### src/rtl/key_seq_mealy.sv
// key_seq_mealy: turns debounced key presses into a serial bit stream and runs
// an overlapping Mealy detector for a 4-bit PATTERN on it.
//   key[0] press -> bit 0, key[1] press -> bit 1 (keys are active-low).
// Outputs: one-cycle bit_valid/bit_val, Mealy detect pulse, wrapping detection
// counter and the matched-prefix length on state.
// Optional build macro DET_REG_EN: register detect (one cycle later, glitch-free).
module key_seq_mealy #(
   parameter logic [3:0] PATTERN = 4'b1101,
   parameter int         CNT_W   = 8
) (
   input  logic             clk,
   input  logic             reset,
   input  logic [1:0]       debkey,
   output logic             bit_valid,
   output logic             bit_val,
   output logic             detect,
   output logic [CNT_W-1:0] det_count,
   output logic [2:0]       state
);

   // Next matched-prefix length after seeing bit b in state k: the longest
   // suffix of (PATTERN prefix of length k, then b) that is itself a prefix of
   // PATTERN, limited to 3 so a full match falls back to the overlap length.
   function automatic logic [1:0] calc_next(input logic [1:0] k, input logic b);
      int         seq_i;
      int         len_i;
      logic [1:0] res;
      len_i = int'(k) + 32'sd1;
      seq_i = ((int'(PATTERN) >> (32'sd4 - int'(k))) << 32'sd1) | int'(b);
      res   = 2'd0;
      for (int j = 1; j <= 3; j++) begin
         if ((j <= len_i) &&
             (((seq_i ^ (int'(PATTERN) >> (32'sd4 - j))) & ((32'sd1 << j) - 32'sd1)) == 32'sd0)) begin
            res = 2'(j);
         end
      end
      return res;
   endfunction

   logic [1:0]       sync1_r;
   logic [1:0]       sync2_r;
   logic [1:0]       prev_r;
   logic [1:0]       press_s;
   logic             bit_valid_s;
   logic             bit_val_s;
   logic             detect_s;
   logic [1:0]       state_r;
   logic [1:0]       state_nxt_s;
   logic [CNT_W-1:0] count_r;
   logic [CNT_W-1:0] count_nxt_s;
   logic [1:0]       next_tbl_s [8];

   // Transition table indexed by {state, bit}, elaborated from PATTERN.
   for (genvar g = 0; g < 8; g++) begin : g_next_tbl
      assign next_tbl_s[g] = calc_next(2'(g / 2), 1'(g % 2));
   end

   // Key synchroniser and previous-level register; idle (released) after reset.
   always_ff @(posedge clk or negedge reset) begin
      if (!reset) begin
         sync1_r <= 2'b11;
         sync2_r <= 2'b11;
         prev_r  <= 2'b11;
      end else begin
         sync1_r <= debkey;
         sync2_r <= sync1_r;
         prev_r  <= sync2_r;
      end
   end

   // Detector state and detection counter registers.
   always_ff @(posedge clk or negedge reset) begin
      if (!reset) begin
         state_r <= 2'd0;
         count_r <= '0;
      end else begin
         state_r <= state_nxt_s;
         count_r <= count_nxt_s;
      end
   end

   // Next-state logic: advance only on an accepted bit; count each match.
   always_comb begin
      state_nxt_s = state_r;
      count_nxt_s = count_r;
      if (bit_valid_s) begin
         state_nxt_s = next_tbl_s[{state_r, bit_val_s}];
      end else begin
         state_nxt_s = state_r;
      end
      if (detect_s) begin
         count_nxt_s = count_r + {{(CNT_W-1){1'b0}}, 1'b1};
      end else begin
         count_nxt_s = count_r;
      end
   end

   // Output logic: falling-edge press decode, single-key filter, Mealy match.
   always_comb begin
      press_s     = prev_r & ~sync2_r;
      bit_valid_s = 1'b0;
      bit_val_s   = 1'b0;
      case (press_s)
         2'b01:   begin bit_valid_s = 1'b1; bit_val_s = 1'b0; end
         2'b10:   begin bit_valid_s = 1'b1; bit_val_s = 1'b1; end
         default: begin bit_valid_s = 1'b0; bit_val_s = 1'b0; end
      endcase
      detect_s = bit_valid_s & (state_r == 2'd3) & (bit_val_s == PATTERN[0]);
   end

`ifdef DET_REG_EN
   logic detect_r;

   // Registered copy of the match pulse for glitch-free LED drive.
   always_ff @(posedge clk or negedge reset) begin
      if (!reset) begin
         detect_r <= 1'b0;
      end else begin
         detect_r <= detect_s;
      end
   end

   assign detect = detect_r;
`else
   assign detect = detect_s;
`endif

   assign bit_valid = bit_valid_s;
   assign bit_val   = bit_val_s;
   assign det_count = count_r;
   assign state     = {1'b0, state_r};

endmodule

### config.mk
export PLATFORM = sky130hd
export DESIGN_NAME = key_seq_mealy
export DESIGN_NICKNAME = d
export VERILOG_FILES = /design/src/rtl/key_seq_mealy.sv
export SDC_FILE = /design/constraint.sdc
export NUM_CORES = 1
export LEC_CHECK = 0
export ABC_AREA = 1
export CAP_MARGIN = 10
export CORE_UTILIZATION = 50
export DETAILED_ROUTE_END_ITERATION = 10
export PLACE_DENSITY = 0.89
export SETUP_SLACK_MARGIN = 0.05
export SYNTH_ARGS = -nofsm -noshare
export SYNTH_HDL_FRONTEND = slang
export SYNTH_SLANG_ARGS = --single-unit
export TNS_END_PERCENT = 50
### constraint.sdc
create_clock -name clk -period 4.45 [get_ports clk]
set_input_delay 1.1125 -clock clk [delete_from_list [all_inputs] [get_ports clk]]
set_output_delay 1.1125 -clock clk [all_outputs]
set_load 0.03 [all_outputs]
==> flow_summary.yaml <==
status:
  outcome: "finished clean"
logic_synthesis:
  yosys_warnings: 0
  avgSynthCellArea_sq_um: 9.00
  synthCells: 83
  synth_top_area_cell: "dfrtp_1"
  seq_area_frac_synth: 0.546
  synth_cell_type_count: 19
  syn-cell-area_sq_um: 747
  synth_top_area_share: 0.335
  synth_area_leaders: "dfrtp_1 (34%), dfstp_2 (21%), nand2_1 (13%)"
  synth_nets: 89
  ys_ff_latch: 16
drt:
  wl_met1_um: 577
  dr.pass1.iters: 4
  routed_via_density: 4.84
  maxUsedRoutingLayer: "met3"
  wl_per_cell_um: 10.8
  wl_met3_um: 40
  route.met2.wl_um: 649
  drt_iter0_markers: 12
  route.detailed.drc: 0
  drtAntennaViolNets: 0
  wl_mm: 1.27
  vias: 566
clock_network:
  hold_buffers: 0
  cts_setup_buffers: 0
  cts_resized: 0
  cts_made_buffers: 3
  clk-insertion-delay-late_ns: 0.28
  cts_root_buf: "clkbuf_4"
  clockBufferDepth: 2
  ctsHtreeMaxLevel: 1
  clkTransAtPathRegs_ns: 0.09
  cts_tree: "done"
  clkSinkCount: 16
final_layout:
  syn_to_final_growth_pct: 27.8
  stdcell_count: 117
  post-route-util: 0.707
  antenna_cells: 0
  layout_common_cells: "nand2_1 (25), inv_1 (16), clkdlybuf4s50_1 (16), dfrtp_1 (10)"
  final_nets: 109
  drive_above_1_share: 0.167
  layout_commonest_cell: "nand2_1"
floorplanning:
  ios: 18
  coreArea_sq_um: 1350
  rows: 13
  fp.dieW_um: 40.7
  die_h_um: 40.7
  start_util: 0.553
  die_area_sq_um: 1650
worst_hold_path:
  hold_depth: 0
  hold_path.class: "reg2reg"
  whs_endpoint: "sync2_r[0]$_DFF_PN1_"
  min_from: "sync1_r[0]$_DFF_PN1_"
timing:
  slew_violations: 0
  hold_violations: 0
  fin_tns_setup_ns: 0
  setup_viol: 0
  finClkSkew_ns: 0.00258
  fmaxAchievable_mhz: 291
  finalCritPeriodShare: 0.773
  fin_ws_ns: 1.01
  worst_pin_slew_ns: 0.691
  hold-worst-slack_ns: 0.362
  rsz0062_at_grt: "false"
  max_slew_margin: 0.538
  min_period_ns: 3.44
grt:
  grt_use_total: 0.189
  grt_pass1_vias: 483
  antenna_found_initial: 0
  grt-ovfl-total: 0
  grt_pass1_wl_mm: 1.97
  grt_max_degree: 17
critical_path:
  worstSetupPathType: "reg2out"
  cp.required_ns: 3.34
  r2r_start: "sync2_r[1]$_DFF_PN1_"
  cp_common_cell: "inv_1"
  worst-path-buf-inv: 4
  cp_top_family: "buffers and inverters"
  cp_slowest_cell: "clkdlybuf4s50_1"
  reg2regPathDepth: 9
  reg2reg_slack_ns: 2.77
  cp-start-kind: "flop"
  cp_max_fo: 8
  worstPathCellList: "inv_1, nand2_1, inv_1, ha_1, inv_2, nand2_2, nor2_8, clkdlybuf4s50_1"
  endpoint_kind: "primary output"
  arrival_ns: 2.33
  r2r_end: "det_count[2]$_DFFE_PN0P_"
  max_stage_delay_ns: 0.69
job:
  cap_violations: 0
placement:
  routabilityCongestion: 0.701
  io_buffers: 16
  pre_cts_ws_ns: 1.32
  dpl.hpwl_um: 930
  dp.cells: 113
power:
  power.density_nw_per_um2: 375
  p_leak_uw: 0.000499
  ir_drop_mv: 0.266
==> through the flow <==
stage / total power (uW) / cell area, sq um
global placement: 262 / 918
detailed placement: 266 / 918
finish: 358 / 955
global route: 378 / 955
floorplan: 231 / 747
CTS: 363 / 955
==> cell families after synthesis <==
family | share of synthesized area
AO/OA/AOI/OAI | 0.00669
AND/OR/NAND/NOR | 0.261
buffers and inverters | 0.101
XOR/XNOR | 0.0469
flip-flops | 0.546
other | 0.00502
adder cells (fa/ha/maj) | 0.0335
==> Yosys cell counts, drive strengths merged <==
| library cell | count |
|---|---|
| buf | 1 |
| conb | 1 |
| dfrtp | 10 |
| dfstp | 6 |
| ha | 2 |
| inv | 18 |
| nand2 | 27 |
| nand3 | 6 |
| nand4 | 2 |
| nor2 | 4 |
| nor3 | 1 |
| o21ai | 1 |
| xnor2 | 1 |
| xor2 | 3 |
==> metal layers <==
layer / global-route usage / up-vias
met1: 0.240 / 268
met5: 0 / -
met4: 0.100 / 0
met3: 0.0326 / 0
li1: - / 284
met2: 0.306 / 14
==> worst register-to-register path: stages, from the launching register on <==
cell,delay [ns]
dfstp_2,0.54
inv_1,0.04
nand2_1,0.04
inv_1,0.05
ha_1,0.33
inv_2,0.12
nand2_2,0.09
nor2_8,0.14
nand2_1,0.08
xor2_1,0.14
==> flip-flops by register name (all words and copies together), names as in the netlist <==
signal and count:
det_count 8, prev_r 2, sync1_r 2, state_r 2
sync2_r 2
==> power breakdown <==
group	internal [uW]	total, uW	switching, uW
combinational	34.0	89.8	55.8
sequential	160	174	13.3
clock	49.7	95.1	45.3
total	244	358	114
==> worst max-delay path by stage <==
stage,from,end,cells after the start
6_report,sync2_r[1]$_DFF_PN1_,detect,8
5_1_grt,sync2_r[1]$_DFF_PN1_,detect,8
4_1_cts,sync2_r[1]$_DFF_PN1_,detect,8
3_5_place_dp,sync2_r[1]$_DFF_PN1_,detect,8
3_3_place_gp,sync2_r[1]$_DFF_PN1_,detect,8
2_1_floorplan,sync2_r[1]$_DFF_PN1_,detect,7
==> area by class of cell <==
cell class	instances	area [sq um]
multi-input combinational	48	264
sequential	16	408
inverter	18	67.6
timing repair buffer	16	160
tap	15	18.8
fill	107	395
clock buffer	4	36.3
Power figures use the tool's default switching activity.
